## src/rtl/display_scan_scheduler.sv

```systemverilog
// Time-multiplexed 4-digit seven-segment scanner with double-buffered patterns,
// per-digit masking, 16-level brightness and a one-cycle ghost blank at slot start.
module display_scan_scheduler #(
  parameter int unsigned SUB_DIV = 6250
) (
  input  logic        clk,
  input  logic        reset,
  input  logic        enable,
  input  logic [3:0]  brightness,
  input  logic [3:0]  digit_en,
  input  logic        wr_valid,
  input  logic [27:0] wr_data,
  output logic        wr_ready,
  output logic [3:0]  an,
  output logic [6:0]  sseg,
  output logic        frame_done
);

  localparam int unsigned PW = (SUB_DIV > 1) ? $clog2(SUB_DIV) : 1;
  localparam logic [PW-1:0] PRESC_MAX = PW'(SUB_DIV - 1);

  localparam logic [0:0] ST_IDLE = 1'b0;
  localparam logic [0:0] ST_SCAN = 1'b1;

  logic [0:0]       state_q, state_d;
  logic [PW-1:0]    presc_q, presc_d;
  logic [3:0]       sub_q, sub_d;
  logic [1:0]       digit_q, digit_d;
  logic [3:0]       bright_q, bright_d;
  logic [27:0]      pending_q, pending_d;
  logic             pend_q, pend_d;
  logic [3:0][6:0]  active_q, active_d;
  logic [3:0]       an_q, an_d;
  logic [6:0]       sseg_q, sseg_d;
  logic             frame_done_q, frame_done_d;

  logic presc_last;
  logic boundary;
  logic slot_start;
  logic lit;

  always_comb begin
    presc_last = (presc_q == PRESC_MAX);
    boundary   = (state_q == ST_SCAN) && (digit_q == 2'd3) && (sub_q == 4'hF) && presc_last;

    state_d = state_q;
    presc_d = presc_q;
    sub_d   = sub_q;
    digit_d = digit_q;

    case (state_q)
      ST_IDLE: begin
        presc_d = '0;
        sub_d   = 4'd0;
        digit_d = 2'd0;
        if (enable) state_d = ST_SCAN;
      end
      ST_SCAN: begin
        if (!enable) begin
          state_d = ST_IDLE;
          presc_d = '0;
          sub_d   = 4'd0;
          digit_d = 2'd0;
        end else if (presc_last) begin
          presc_d = '0;
          sub_d   = sub_q + 4'd1;
          if (sub_q == 4'hF) digit_d = digit_q + 2'd1;
        end else begin
          presc_d = presc_q + PW'(1);
        end
      end
      default: state_d = ST_IDLE;
    endcase

    bright_d = ((state_q == ST_SCAN) && (sub_q == 4'd0) && (presc_q == '0)) ? brightness : bright_q;

    // Commit and accept are exclusive: a commit needs pend set, which holds wr_ready low.
    pend_d    = pend_q;
    pending_d = pending_q;
    active_d  = active_q;
    if (pend_q && (boundary || (state_q == ST_IDLE))) begin
      active_d = pending_q;
      pend_d   = 1'b0;
    end
    if (wr_valid && !pend_q) begin
      pending_d = wr_data;
      pend_d    = 1'b1;
    end

    // Outputs decode the post-edge counters, so the slot's first cycle is the ghost blank.
    slot_start = (state_d == ST_SCAN) && (sub_d == 4'd0) && (presc_d == '0);
    lit        = (state_d == ST_SCAN) && !slot_start && digit_en[digit_d] && (sub_d <= bright_d);

    an_d   = 4'hF;
    sseg_d = 7'h7F;
    if (lit) begin
      an_d[digit_d] = 1'b0;
      sseg_d        = active_d[digit_d];
    end

    frame_done_d = boundary && enable;
  end

  always_ff @(posedge clk or negedge reset) begin
    if (!reset) begin
      state_q      <= ST_IDLE;
      presc_q      <= '0;
      sub_q        <= 4'd0;
      digit_q      <= 2'd0;
      bright_q     <= 4'd0;
      pending_q    <= '0;
      pend_q       <= 1'b0;
      active_q     <= {4{7'h7F}};
      an_q         <= 4'hF;
      sseg_q       <= 7'h7F;
      frame_done_q <= 1'b0;
    end else begin
      state_q      <= state_d;
      presc_q      <= presc_d;
      sub_q        <= sub_d;
      digit_q      <= digit_d;
      bright_q     <= bright_d;
      pending_q    <= pending_d;
      pend_q       <= pend_d;
      active_q     <= active_d;
      an_q         <= an_d;
      sseg_q       <= sseg_d;
      frame_done_q <= frame_done_d;
    end
  end

  assign wr_ready   = ~pend_q;
  assign an         = an_q;
  assign sseg       = sseg_q;
  assign frame_done = frame_done_q;

endmodule
```

## config.mk

```make
export PLATFORM = sky130hd
export DESIGN_NAME = display_scan_scheduler
export DESIGN_NICKNAME = d
export VERILOG_FILES = /design/src/rtl/display_scan_scheduler.sv
export SDC_FILE = /design/constraint.sdc
export NUM_CORES = 1
export LEC_CHECK = 0
export CORE_MARGIN = 1
export CORE_UTILIZATION = 40
export DETAILED_ROUTE_END_ITERATION = 7
export PLACE_DENSITY_LB_ADDON = 0.3
export REMOVE_ABC_BUFFERS = 1
export SYNTH_ARGS = -nofsm -noshare
export SYNTH_HDL_FRONTEND = slang
export SYNTH_SLANG_ARGS = --single-unit
```

## constraint.sdc

```tcl
create_clock -name clk -period 5.1 [get_ports clk]
set_input_delay 0.51 -clock clk [delete_from_list [all_inputs] [get_ports clk]]
set_output_delay 0.51 -clock clk [all_outputs]
set_load 0.02 [all_outputs]
```

==> metrics, run 1 <==
CP bufs+invs=1; RSZ-0062 raised after global routing=no; # resized after CTS=0; core area=10,500 um^2; die footprint=11,300 um^2; r2r worst-path depth=13; NetSw=450 uW; number of fillers in the final layout=973; gr ovfl total=0; Pwr Density=345 nW/um^2; crit path cell chain=or3_1 > or4_1 > nor3_1 > mux2_2 > inv_1 > ha_1 > nor2b_1 > o21ai_0 > nand2b_1 > a21oi_1 > o21ai_0 > a311o_1 > a211o_1; routed wire length=8450 um; clock network power share=25.4%; Hold-fix buffers, CTS=0; Initial DRC Count=117; DP Wirelength=5950 um; crit-path most repeated cell=o21ai_0; commonest register cell after synthesis=dfrtp_1; EDFF count, synth=0; post-synth cell types=51; average wire per standard cell=15.3 um; clock sink count=93; Total GRT Usage=16.2%; final setup TNS=0 ns; P_leak=2.11 nW; crit path capture type=flip-flop; average cell area after synthesis=11.9 um^2; crit-path max FO=11; Layout Utilization=49.4%; Syn-to-layout area delta=18.5%; worst rel slew slack=53.0%; clock skew=0.0130 ns; synthesized instance count=366; Yosys reg bits=93; Arrival @ worst endpoint=4.09 ns; Async SR Flop Fraction=100%; TritonCTS clock tree=built; die width=106 um; Ant. Diodes=0; synth warn=0; CTS max path bufs=2; peak supply drop=0.169 mV; # DRC=0; switching share of power=25.2%; Ports=53; status=completed; Max Cap Viol=0; Crit path largest cell delay=0.48 ns; final period utilization=74.3%; Initial Util=41.7%; critical path's slowest cell=dfrtp_1; I/O Buffers=52; worst-skew pair later-pin latency=0.38 ns; clock buffer count from CTS=9; total number of vias=2,858; Flop pwr share=56.5%; pin count of the biggest net entering global routing=51; CP startpoint kind=flip-flop; CTS clk-pin slew, worst paths=0.09 ns; drt pass-1 iters=4; multi-input logic area=1830 um^2; critical path class=flip-flop to flip-flop; min cycle time layout=3.79 ns; WP data required=5.41 ns; depth of the CTS H-tree=3; DR vias/cell=5.16; CTS root buf=clkbuf_8; fmax=0.264 GHz; r2r setup slk=1.31 ns; first-pass GRT wire length=14,100 um; layout cell share with drive strength beyond 1=28.9%; nets@finish=463; number of setup buffers added after CTS=0; initial antenna violation count=0; vias in the first global route=2,909; worst-margin pin slew=0.704 ns; synthesized area=4370 um^2; Top Family by Delay on Critical Path=simple AND/OR/NAND/NOR gates; Die Ht=106 um; P_int=1.33 mW; Setup-failing EPs final=0; Hold Crit Class=primary input to asynchronous set/reset pin; Final Hold Fails=0; critical path depth=13; row count=37; Post-DRT Antenna Nets=0; max-slew violation count=0; Comb power frac=18.0%; GP Congestion=0.849; register area=2380 um^2; register area share after synthesis=54.4%
## synth_stat cells (6+ instances only)
cell / n / area [um^2]
mux2_2: 53 / 597
nor3_1: 9 / 45.0
a21oi_1: 8 / 40.0
dfrtp_1: 54 / 1350
a22oi_1: 7 / 52.6
mux2i_1: 7 / 70.1
nand3_1: 10 / 50.1
a2bb2oi_1: 6 / 52.6
xnor2_1: 11 / 96.3
inv_1: 20 / 75.1
nor2_1: 18 / 67.6
o21ai_0: 7 / 35.0
xor2_1: 6 / 52.6
nand2_1: 18 / 67.6
clkbuf_1: 13 / 48.8
ha_1: 10 / 125
nand3b_1: 8 / 60.1
dfstp_2: 39 / 1020
## through the flow
stage | total power [mW] | setup WS (ns) | std cells | hold slack, ns | instance area, um^2
after global routing | 1.88 | 1.03 | 554 | 0.138 | 5170
after global placement | 1.34 | 1.35 | 538 | 0.481 | 5000
after floorplan | 1.24 | 1.64 | 346 | 0.214 | 4280
final | 1.78 | 1.31 | 554 | 0.106 | 5170
after CTS | 1.81 | 1.27 | 554 | 0.115 | 5170
after detailed placement | 1.35 | 1.29 | 538 | 0.492 | 5000
## routing by layer
| layer | GRT usage, % | vias up | routed length (um) |
|---|---|---|---|
| li1 | - | 1378 | - |
| met1 | 20.3 | 1396 | 3900 |
| met2 | 26.2 | 69 | 3980 |
| met3 | 4.66 | 15 | 406 |
| met4 | 6.46 | 0 | 167 |
| met5 | 0 | - | 0 |
## kinds of logic (layout without fill, tap and decap cells)
| family | count (synthesis) | after routing | share of synthesized area (%) |
|---|---|---|---|
| compound gates | 49 | 49 | 7.97 |
| xor+xnor | 17 | 17 | 3.41 |
| fa+ha+maj | 10 | 10 | 2.87 |
| buf+inv | 40 | 92 | 3.78 |
| flops | 93 | 93 | 54.4 |
| mux | 60 | 60 | 15.3 |
| simple gates | 97 | 97 | 12.3 |
## cell usage in the layout (no fill, tap or decap), types with 4 or more instances in the layout
master,count
ha_1,10
xnor2_1,11
clkdlybuf4s50_1,51
inv_1,20
clkbuf_8,10
nand3_1,10
a2bb2oi_1,6
nand3b_1,8
and3_1,5
nand2_1,18
buf_4,5
a21oi_1,8
xor2_1,6
nor2_1,18
mux2_2,53
o21ai_0,7
nor3_1,9
a22oi_1,7
dfrtp_1,54
dfstp_2,39
mux2i_1,7
nand4_1,4
## power groups by stage
| stage | combinational (mW) | sequential, mW | clock (mW) |
|---|---|---|---|
| 2_1_floorplan | 0.229 | 1.01 | 0 |
| 3_3_place_gp | 0.318 | 1.02 | 0 |
| 3_5_place_dp | 0.328 | 1.03 | 0 |
| 4_1_cts | 0.330 | 1.01 | 0.469 |
| 5_1_grt | 0.358 | 1.03 | 0.494 |
| 6_report | 0.322 | 1.01 | 0.454 |
## cell type report
| cell class | count | area share [%] |
|---|---|---|
| Inverter | 20 | 1.45 |
| Timing Repair Buffer | 56 | 10.6 |
| Clock inverter | 5 | 0.677 |
| Clock buffer | 11 | 2.73 |
| Tap cell | 136 | 3.29 |
| Sequential cell | 93 | 45.9 |
| Multi-Input combinational cell | 233 | 35.3 |
## worst register-to-register path, cell delays in order (launching register included)
cell and delay [ns]:
dfrtp_1 0.48, or3_1 0.41, or4_1 0.40, nor3_1 0.45, mux2_2 0.41, inv_1 0.06
ha_1 0.22, nor2b_1 0.13, o21ai_0 0.13, nand2b_1 0.07, a21oi_1 0.13, o21ai_0 0.10
a311o_1 0.43, a211o_1 0.32
## sequential cells by signal, indices dropped and copies added, names as in the netlist, 2 cells and up
| register | flops |
|---|---|
| pending_q | 28 |
| sub_q | 4 |
| presc_q | 13 |
| bright_q | 4 |
| sseg | 7 |
| an | 4 |
| digit_q | 2 |
| active_q | 28 |
## final timing paths
path,from,end
max,presc_q[2]$_DFF_PN0_,an[2]$_DFF_PN1_
max in group asynchronous,reset,bright_q[1]$_DFF_PN0_
max reg2reg,presc_q[2]$_DFF_PN0_,an[2]$_DFF_PN1_
min reg2reg,bright_q[3]$_DFF_PN0_,bright_q[3]$_DFF_PN0_
min,reset,pending_q[18]$_DFFE_PN0P_
min in group clk,bright_q[3]$_DFF_PN0_,bright_q[3]$_DFF_PN0_
Note: power is estimated with default switching activity, not from simulation.
==> run 2: changes to the inputs <==
Clock period 5.1 ns to 3.8 ns, I/O delays scaled along.
==> metrics, run 2 (synthesized netlist as in run 1, its figures left out) <==
crit path cell chain=or4_4 > or4_4 > buf_4 > nand2_1 > a21oi_1 > ha_1 > nor2b_1 > o21ai_1 > nand2b_1 > a21oi_2 > o21ai_2 > a311o_2 > a211o_1; DP Area=5030 um^2; DP Wirelength=6070 um; vias in the first global route=3,047; Hold-fix buffers, CTS=0; CTS root buf=clkbuf_8; Ant. Diodes=0; Arrival @ worst endpoint=3.89 ns; final period utilization=94.5%; Max Cap Viol=0; switching share of power=24.9%; CTS max path bufs=2; Crit path largest cell delay=0.57 ns; routed wire length=8950 um; commonest non-fill, non-tap cell in the layout=mux2_2; Flop pwr share=55.5%; worst-margin pin slew=0.993 ns; row count=37; Final Hold Fails=0; Design Power=2.44 mW; r2r startpoint=presc_q[7]$_DFF_PN0_; # DRC=0; RSZ-0062 raised after global routing=no; status=completed; max-slew violation count=0; die footprint=11,300 um^2; P_leak=2.15 nW; critical path's slowest cell=or4_4; Initial Util=41.7%; clock buffer count from CTS=9; worst rel slew slack=33.8%; initial antenna violation count=0; Hold Crit Class=primary input to asynchronous set/reset pin; number of fillers in the final layout=963; final setup TNS=0 ns; peak supply drop=0.198 mV; pin count of the biggest net entering global routing=82; DR vias/cell=5.30; total number of vias=2,969; drt pass-1 iters=4; critical path class=flip-flop to flip-flop; fmax=0.279 GHz; crit-path max FO=11; min cycle time layout=3.59 ns; Initial DRC Count=108; layout cell share with drive strength beyond 1=31.4%; clock skew=0.0123 ns; setup ws final=0.210 ns; nets@finish=469; Setup crit start=presc_q[7]$_DFF_PN0_; Die Ht=106 um; die width=106 um; Total GRT Usage=16.9%; GP Congestion=0.904; worst slack at placement=0.185 ns; Setup-failing EPs final=0; TritonCTS clock tree=built; clock network power share=26.4%; fin area=5260 um^2; clock sink count=93; Syn-to-layout area delta=20.5%; I/O Buffers=52; NetSw=607 uW; core area=10,500 um^2; Comb power frac=18.1%; depth of the CTS H-tree=3; CP startpoint kind=flip-flop; CTS clk-pin slew, worst paths=0.09 ns; biggest regs=active_q (28), pending_q (28), presc_q (13); P_int=1.83 mW; average wire per standard cell=16.0 um; worst-skew pair later-pin latency=0.37 ns; most frequent cells in the layout=mux2_2 (53), dfrtp_1 (52), clkdlybuf4s50_1 (51); Post-DRT Antenna Nets=0; Ports=53; first-pass GRT wire length=14,800 um; gr ovfl total=0; Pwr Density=464 nW/um^2; crit path capture type=flip-flop; Hold Slack=0.166 ns; crit-path most repeated cell=or4_4; WP data required=4.10 ns
==> run 2: power by group through the flow <==
stage	sequential (mW)	clock, mW	combinational [mW]
after floorplan	1.35	0	0.308
after global placement	1.37	0	0.430
after detailed placement	1.38	0	0.443
after CTS	1.36	0.666	0.446
after global routing	1.38	0.706	0.492
final	1.35	0.643	0.442
==> run 2: per-stage QoR <==
| stage | util (%) | cells |
|---|---|---|
| finish | 50.3 | 560 |
| detailed placement | 48.1 | 543 |
| CTS | 50.0 | 559 |
| floorplan | - | 346 |
| global placement | 48.1 | 543 |
| global route | 50.3 | 560 |
==> run 2: layer usage <==
metal / share of wire [%] / track usage, % / vias to the layer above
met1: 45 / 20.6 / 1492
met2: 48 / 28.4 / 68
met5: 0 / 0 / -
met3: 5.0 / 4.97 / 15
met4: 1.4 / 6.07 / 0
li1: - / - / 1394
==> run 2: what timing repair did <==
action	4_1_cts	5_1_grt
endpoints found under the setup margin	0	11
setup buffers	0	0
gates resized for setup	0	9
==> run 2: cell type report <==
| class | instances | area, um^2 | share of cell area [%] |
|---|---|---|---|
| well taps | 136 | 170 | 3.24 |
| clock inverters | 3 | 26.3 | 0.500 |
| inverters | 20 | 75.1 | 1.43 |
| repair buffers | 61 | 586 | 11.1 |
| flip-flops and latches | 93 | 2380 | 45.2 |
| clock buffers | 13 | 169 | 3.21 |
| multi-input cells | 234 | 1850 | 35.3 |
==> run 2: critical path, delay by kind of cell (launching register included) <==
family          cells  cell delay (ns)
compound gates      6             1.18
fa+ha+maj           1             0.30
buf+inv             1             0.18
flops               1             0.45
simple gates        5             1.40
==> run 2: path summary, 6_finish.rpt <==
kind | endpoint | slack [ns] | depth (start not counted)
max in group asynchronous | active_q[6]$_DFF_PN1_ | 2.79 | 2
worst min-delay path | pending_q[0]$_DFFE_PN0P_ | 0.17 | 1
worst max-delay path | an[2]$_DFF_PN1_ | 0.21 | 13
worst max register to register | an[2]$_DFF_PN1_ | 0.21 | 13
worst min register to register | bright_q[2]$_DFF_PN0_ | 0.50 | 2
min in group clk | bright_q[2]$_DFF_PN0_ | 0.50 | 2
==> run 3: changes to the inputs <==
Settings changed: HOLD_SLACK_MARGIN set to 0.08, TNS_END_PERCENT set to 30.
==> results of run 3 <==
Same layout as run 2: the final DEF is identical, and so are final timing and power.
